[config.mk]
export PLATFORM = sky130hd
export DESIGN_NAME = approx_mac_flat
export DESIGN_NICKNAME = d
export VERILOG_FILES = /design/src/rtl/approx_mult_pkg.sv /design/src/rtl/approx_mac_if.sv /design/src/rtl/approx_fw_mult.sv /design/src/rtl/approx_mac.sv /design/src/flat_wrapper.sv
export SDC_FILE = /design/constraint.sdc
export NUM_CORES = 1
export LEC_CHECK = 0
export ABC_AREA = 0
export CAP_MARGIN = 20
export CORE_MARGIN = 3
export CORE_UTILIZATION = 25
export DETAILED_ROUTE_END_ITERATION = 10
export HOLD_SLACK_MARGIN = 0.05
export PLACE_DENSITY = 0.49
export REMOVE_ABC_BUFFERS = 1
export SLEW_MARGIN = 30
export SYNTH_ARGS = -nofsm -noshare
export SYNTH_HDL_FRONTEND = slang
export SYNTH_HIERARCHICAL = 1
export SYNTH_SLANG_ARGS = --single-unit
export TNS_END_PERCENT = 30
[constraint.sdc]
create_clock -name clk -period 23.8 [get_ports clk]
set_clock_uncertainty 0.15 [all_clocks]
set_input_delay 7.14 -clock clk [delete_from_list [all_inputs] [get_ports clk]]
set_output_delay 7.14 -clock clk [all_outputs]
set_load 0.02 [all_outputs]
[src/rtl/approx_mult_pkg.sv]
// Shared types and constants for the approximate fixed-width multiplier and MAC.
// Mode decode maps the reserved encoding onto JFM so nothing downstream sees it.
package approx_mult_pkg;

  typedef enum logic [1:0] {
    EXACT = 2'd0,
    TRUNC = 2'd1,
    JFM   = 2'd2
  } mult_mode_e;

  localparam int MAC_LATENCY = 3;

  function automatic mult_mode_e to_mode(input logic [1:0] m);
    case (m)
      2'd0:    return EXACT;
      2'd1:    return TRUNC;
      default: return JFM;
    endcase
  endfunction

  // Column W-1 is the highest discarded column; JFM keeps it as the correction term.
  function automatic int corr_col(input int w);
    return w - 1;
  endfunction

endpackage

[src/rtl/approx_mac_if.sv]
// Operand stream in, vector sum out, each with its own valid/ready pair.
// The MAC is the slave; whoever feeds and drains it is the master.
interface approx_mac_if #(
  parameter int BITWIDTH = 8,
  parameter int ACC_W    = 2 * BITWIDTH
);

  logic                in_valid;
  logic                in_ready;
  logic [BITWIDTH-1:0] a;
  logic [BITWIDTH-1:0] b;
  logic                in_last;
  logic [1:0]          mode;
  logic                out_valid;
  logic                out_ready;
  logic [ACC_W-1:0]    out_sum;
  logic                out_ovf;

  modport master (
    output in_valid, a, b, in_last, mode, out_ready,
    input  in_ready, out_valid, out_sum, out_ovf
  );

  modport slave (
    input  in_valid, a, b, in_last, mode, out_ready,
    output in_ready, out_valid, out_sum, out_ovf
  );

endinterface

[src/rtl/approx_fw_mult.sv]
// Combinational W-bit fixed-width multiplier: partial products, column masking,
// accumulation of the kept columns, then the upper W bits of the sum.
module approx_fw_mult
  import approx_mult_pkg::*;
#(
  parameter int BITWIDTH = 8
) (
  input  logic [BITWIDTH-1:0] a,
  input  logic [BITWIDTH-1:0] b,
  input  mult_mode_e          mode,
  output logic [BITWIDTH-1:0] p
);

  localparam int PW = 2 * BITWIDTH;

  logic [BITWIDTH-1:0][BITWIDTH-1:0] pp;
  logic [PW-1:0]                     col_keep;
  logic [PW-1:0]                     kept_sum;
  int                                keep_from;

  always_comb begin
    for (int i = 0; i < BITWIDTH; i++) begin
      for (int j = 0; j < BITWIDTH; j++) begin
        pp[i][j] = a[i] & b[j];
      end
    end
  end

  always_comb begin
    case (mode)
      EXACT:   keep_from = 0;
      TRUNC:   keep_from = BITWIDTH;
      default: keep_from = corr_col(BITWIDTH);
    endcase
  end

  always_comb begin
    for (int c = 0; c < PW; c++) begin
      col_keep[c] = (c >= keep_from);
    end
  end

  // pp(i,j) carries weight 2^(i+j); only columns at or above keep_from contribute.
  always_comb begin
    kept_sum = '0;
    for (int i = 0; i < BITWIDTH; i++) begin
      for (int j = 0; j < BITWIDTH; j++) begin
        if (col_keep[i+j]) begin
          kept_sum = kept_sum + (PW'(pp[i][j]) << (i + j));
        end
      end
    end
  end

  assign p = BITWIDTH'(kept_sum >> BITWIDTH);

endmodule

[src/rtl/approx_mac.sv]
// Three-stage approximate MAC: operand register, fixed-width product register,
// accumulator with per-vector mode latch, overflow tracking and output handshake.
module approx_mac
  import approx_mult_pkg::*;
#(
  parameter int BITWIDTH = 8,
  parameter int ACC_W    = 2 * BITWIDTH,
  parameter bit SATURATE = 1'b1
) (
  input  logic         clk,
  input  logic         rst_n,
  approx_mac_if.slave  bus
);

  logic                advance;
  logic                accept;
  logic                first_flag;
  mult_mode_e          vec_mode;
  mult_mode_e          beat_mode;

  logic                s1_valid;
  logic [BITWIDTH-1:0] s1_a;
  logic [BITWIDTH-1:0] s1_b;
  logic                s1_last;
  logic                s1_first;
  mult_mode_e          s1_mode;
  logic [BITWIDTH-1:0] prod;

  logic                s2_valid;
  logic [BITWIDTH-1:0] s2_prod;
  logic                s2_last;
  logic                s2_first;

  logic [ACC_W-1:0]    acc_q;
  logic                ovf_q;
  logic [ACC_W:0]      sum_ext;
  logic [ACC_W-1:0]    acc_next;
  logic                ovf_next;

  logic                out_valid_q;
  logic [ACC_W-1:0]    out_sum_q;
  logic                out_ovf_q;

  // A held result freezes the whole pipe; in_ready never looks at in_valid.
  assign advance      = !(out_valid_q && !bus.out_ready);
  assign accept       = bus.in_valid && advance;
  assign bus.in_ready = advance;

  assign beat_mode = first_flag ? to_mode(bus.mode) : vec_mode;

  approx_fw_mult #(
    .BITWIDTH(BITWIDTH)
  ) u_mult (
    .a    (s1_a),
    .b    (s1_b),
    .mode (s1_mode),
    .p    (prod)
  );

  assign sum_ext = {1'b0, acc_q} + (ACC_W + 1)'(s2_prod);

  always_comb begin
    acc_next = acc_q;
    ovf_next = ovf_q;
    if (s2_first) begin
      acc_next = ACC_W'(s2_prod);
      ovf_next = 1'b0;
    end else if (sum_ext[ACC_W]) begin
      acc_next = SATURATE ? {ACC_W{1'b1}} : sum_ext[ACC_W-1:0];
      ovf_next = 1'b1;
    end else begin
      acc_next = sum_ext[ACC_W-1:0];
    end
  end

  always_ff @(posedge clk or negedge rst_n) begin
    if (!rst_n) begin
      first_flag  <= 1'b1;
      vec_mode    <= EXACT;
      s1_valid    <= 1'b0;
      s1_a        <= '0;
      s1_b        <= '0;
      s1_last     <= 1'b0;
      s1_first    <= 1'b0;
      s1_mode     <= EXACT;
      s2_valid    <= 1'b0;
      s2_prod     <= '0;
      s2_last     <= 1'b0;
      s2_first    <= 1'b0;
      acc_q       <= '0;
      ovf_q       <= 1'b0;
      out_valid_q <= 1'b0;
      out_sum_q   <= '0;
      out_ovf_q   <= 1'b0;
    end else if (advance) begin
      if (accept) begin
        first_flag <= bus.in_last;
        if (first_flag) vec_mode <= to_mode(bus.mode);
        s1_a     <= bus.a;
        s1_b     <= bus.b;
        s1_last  <= bus.in_last;
        s1_first <= first_flag;
        s1_mode  <= beat_mode;
      end
      s1_valid <= accept;

      if (s1_valid) begin
        s2_prod  <= prod;
        s2_last  <= s1_last;
        s2_first <= s1_first;
      end
      s2_valid <= s1_valid;

      // advance implies any pending result is consumed on this edge
      if (s2_valid) begin
        acc_q <= acc_next;
        ovf_q <= ovf_next;
        if (s2_last) begin
          out_sum_q <= acc_next;
          out_ovf_q <= ovf_next;
        end
      end
      out_valid_q <= s2_valid && s2_last;
    end
  end

  assign bus.out_valid = out_valid_q;
  assign bus.out_sum   = out_sum_q;
  assign bus.out_ovf   = out_ovf_q;

endmodule

[src/flat_wrapper.sv]
// flat-port wrapper written by rule: the top's interface ports become plain ports
module approx_mac_flat import approx_mult_pkg::*;
#(
  parameter int BITWIDTH = 8,
  parameter int ACC_W    = 2 * BITWIDTH,
  parameter bit SATURATE = 1'b1
)
  (clk, rst_n, bus_in_valid, bus_a, bus_b, bus_in_last, bus_mode, bus_out_ready, bus_in_ready, bus_out_valid, bus_out_sum, bus_out_ovf);
  approx_mac_if #(.BITWIDTH(BITWIDTH), .ACC_W(ACC_W)) bus_i ();
  input  logic clk;
  input  logic rst_n;
  input wire logic [$bits(bus_i.in_valid)-1:0] bus_in_valid;
  input wire logic [$bits(bus_i.a)-1:0] bus_a;
  input wire logic [$bits(bus_i.b)-1:0] bus_b;
  input wire logic [$bits(bus_i.in_last)-1:0] bus_in_last;
  input wire logic [$bits(bus_i.mode)-1:0] bus_mode;
  input wire logic [$bits(bus_i.out_ready)-1:0] bus_out_ready;
  output wire logic [$bits(bus_i.in_ready)-1:0] bus_in_ready;
  output wire logic [$bits(bus_i.out_valid)-1:0] bus_out_valid;
  output wire logic [$bits(bus_i.out_sum)-1:0] bus_out_sum;
  output wire logic [$bits(bus_i.out_ovf)-1:0] bus_out_ovf;
  assign bus_i.in_valid = bus_in_valid;
  assign bus_i.a = bus_a;
  assign bus_i.b = bus_b;
  assign bus_i.in_last = bus_in_last;
  assign bus_i.mode = bus_mode;
  assign bus_i.out_ready = bus_out_ready;
  assign bus_in_ready = bus_i.in_ready;
  assign bus_out_valid = bus_i.out_valid;
  assign bus_out_sum = bus_i.out_sum;
  assign bus_out_ovf = bus_i.out_ovf;
  approx_mac #(.BITWIDTH(BITWIDTH), .ACC_W(ACC_W), .SATURATE(SATURATE)) u_core (.clk(clk), .rst_n(rst_n), .bus(bus_i));
endmodule
==> flow_summary.yaml <==
run_status:
  status: "completed"
logic_synthesis:
  yosysWarningCount: 6
  postSynthCellCount: 1563
  synthArstFlopShare: 1.00
  ys_types: 108
  synth-seq-cells: 68
  syn_area_per_cell_sq_um: 7.70
  synthFlopType: "dfrtp_1"
  synth_edf_count: 0
  synth_area_sq_mm: 0.0120
  synth-seq-area-share: 0.141
final_layout:
  drive_above_1_share: 0.116
  diodes: 0
  final_cell_mix: "nand2_1, nor2_1, ha_1, and2_1, xnor2_1"
  num-nets-final: 1682
  finalNonFillerCells: 2159
  area_growth_pct: 13.3
  fin_area_sq_mm: 0.0136
  final_common_cell: "nand2_1"
clock_network:
  cts-hold-fix-buffers: 0
  cts_buffers: 9
  cts_tree: "built"
  insertion_delay_ns: 0.34
  clockBufferDepth: 2
  path_clk_slew_ns: 0.06
  htree_levels: 3
  clockRootBuffer: "clkbuf_16"
  numClockSinks: 68
critical_path:
  critPathCaptureType: "register"
  cp.arrival_ns: 22.30
  crit_fanout: 8
  reg2reg_depth: 101
  worst_ep_required_time_ns: 23.87
  cp_slowest_cell: "or3b_2"
  start_kind: "register"
  cpPeakStageDelay_ns: 0.54
  crit_top_cell: "ha_1"
  setup.worst_path.class: "register to register"
floorplanning:
  die_y_microns: 225
  coreArea_sq_mm: 0.0471
  std_cell_rows: 79
  boundaryPins: 42
  start_util: 0.256
  die_w_microns: 225
  die-area_sq_mm: 0.0508
global_route:
  antenna_found_initial: 0
  grt_max_degree: 69
  grt.total_usage: 0.134
  gr-total-overflow: 0
  grt_pass1_vias: 10615
  grt_pass1_wl_microns: 56100
sta:
  setup_viol: 0
  fin_crit_sh: 0.934
  fmax_mhz: 45.0
  maxSlewViolCount: 0
  report.final.hold_viol_count: 0
  worstMarginPinSlew_ns: 0.885
  slew_headroom: 0.409
  finalCriticalPeriod_ns: 22.23
hold_path:
  hp-class: "register to register"
  min_path_cells: 2
routing:
  drc: 0
  vias_per_cell: 5.22
  num_vias: 11262
  wl_per_cell_microns: 16.0
  postRouteAntennaNets: 0
  dr.pass1.iters: 5
  drt_iter0_drc: 725
  routed_wl_microns: 34600
placed_design:
  place_inst: 2134
  place_hpwl_microns: 26000
  gp_congestion: 0.841
  dpl_cell_area_sq_mm: 0.0129
  numPortBuffers: 41
run:
  drv_cap: 0
[stage by stage]
step | TNS, ns | hold slack (ns) | setup WS, ns | util
after detailed placement | 0 | 0.305 | 0.197 | 0.275
final | 0 | 0.309 | 1.57 | 0.290
after floorplan | 0 | 0.289 | 1.08 | -
after global placement | 0 | 0.301 | 0.803 | 0.275
after CTS | 0 | 0.315 | 0.0616 | 0.281
after global routing | -0.0741 | 0.347 | -0.0741 | 0.290
[sequential cells by signal (all words and copies together) (netlist names), 2 cells and up]
name	cells
u_core/bus.out_sum	16
u_core/s2_prod	8
u_core/s1_b	8
u_core/s1_a	8
u_core/acc_q	16
u_core/s1_mode	2
[cell usage after synthesis, types with 8 or more instances]
cell type | count | share of area
and2_1 | 94 | 0.049
dfrtp_1 | 67 | 0.14
nand3_1 | 71 | 0.030
mux2_2 | 37 | 0.035
ha_1 | 111 | 0.12
a21o_1 | 10 | 0.0062
a211oi_1 | 10 | 0.0062
a21oi_1 | 69 | 0.029
o22ai_1 | 8 | 0.0042
o211ai_1 | 16 | 0.010
and3_1 | 31 | 0.016
mux2i_1 | 22 | 0.018
nor3_1 | 46 | 0.019
inv_1 | 32 | 0.010
o21ai_0 | 68 | 0.028
nor2b_1 | 13 | 0.0068
xor2_1 | 72 | 0.052
nor2_1 | 112 | 0.035
nand4_1 | 25 | 0.013
nor4_1 | 15 | 0.0078
xnor2_1 | 98 | 0.071
a21boi_0 | 8 | 0.0050
or2_2 | 10 | 0.0052
o31ai_1 | 9 | 0.0056
a211o_1 | 8 | 0.0058
buf_2 | 8 | 0.0033
clkbuf_1 | 72 | 0.022
nand2_1 | 187 | 0.058
a31oi_1 | 20 | 0.010
nand2b_1 | 20 | 0.010
[worst paths after layout]
check                                   from                     to  slack (ns)
min reg2reg                u_core/first_flag      u_core/first_flag        0.31
max                           u_core/s1_a[0]      u_core/s2_prod[7]        1.57
min                        u_core/first_flag      u_core/first_flag        0.31
max in group asynchronous              rst_n         u_core/s1_a[0]       16.35
min in group asynchronous              rst_n  u_core/bus.out_sum[4]        6.64
max reg2reg                   u_core/s1_a[0]      u_core/s2_prod[7]        1.57
[kinds of logic (layout without fill, tap and decap cells)]
logic type / Yosys count / in the layout / synth area share
compound gates: 329 / 329 / 0.193
simple gates: 680 / 680 / 0.292
xor+xnor: 189 / 189 / 0.159
buf+inv: 120 / 109 / 0.0392
fa+ha+maj: 116 / 116 / 0.120
flops: 68 / 68 / 0.141
mux: 61 / 61 / 0.0559
[worst max-delay path: cells and delay by family (launching register included)]
| family | cells | cell delay [ns] |
|---|---|---|
| XOR/XNOR | 40 | 8.68 |
| adder cells (fa/ha/maj) | 22 | 6.07 |
| AND/OR/NAND/NOR | 25 | 4.42 |
| AO/OA/AOI/OAI | 8 | 1.48 |
| buffers and inverters | 5 | 0.66 |
| flip-flops | 1 | 0.43 |
| multiplexers | 1 | 0.26 |
[layer usage]
| layer | vias to the layer above | GRT usage | part of all wire |
|---|---|---|---|
| met3 | 27 | 0.0147 | 0.037 |
| met4 | 0 | 0.0254 | 0.014 |
| met2 | 230 | 0.224 | 0.46 |
| met1 | 5397 | 0.188 | 0.49 |
| met5 | - | 0 | 0 |
| li1 | 5608 | - | - |
[area by class of cell]
type,count,area (sq um)
Timing Repair Buffer,61,562
Sequential cell,68,1700
Inverter,32,120
Tap cell,607,759
Clock inverter,5,52.6
Multi-Input combinational cell,1375,10200
Fill cell,5070,33400
Clock buffer,11,233
[repair_timing]
| action | in CTS | in global routing |
|---|---|---|
| resized for setup | 0 | 56 |
| setup endpoints to repair | 0 | 1 |
| buffers inserted | 0 | 9 |
Power is not shown: default switching activity piles up to over one toggle a cycle in this logic, so the estimate is an artifact.
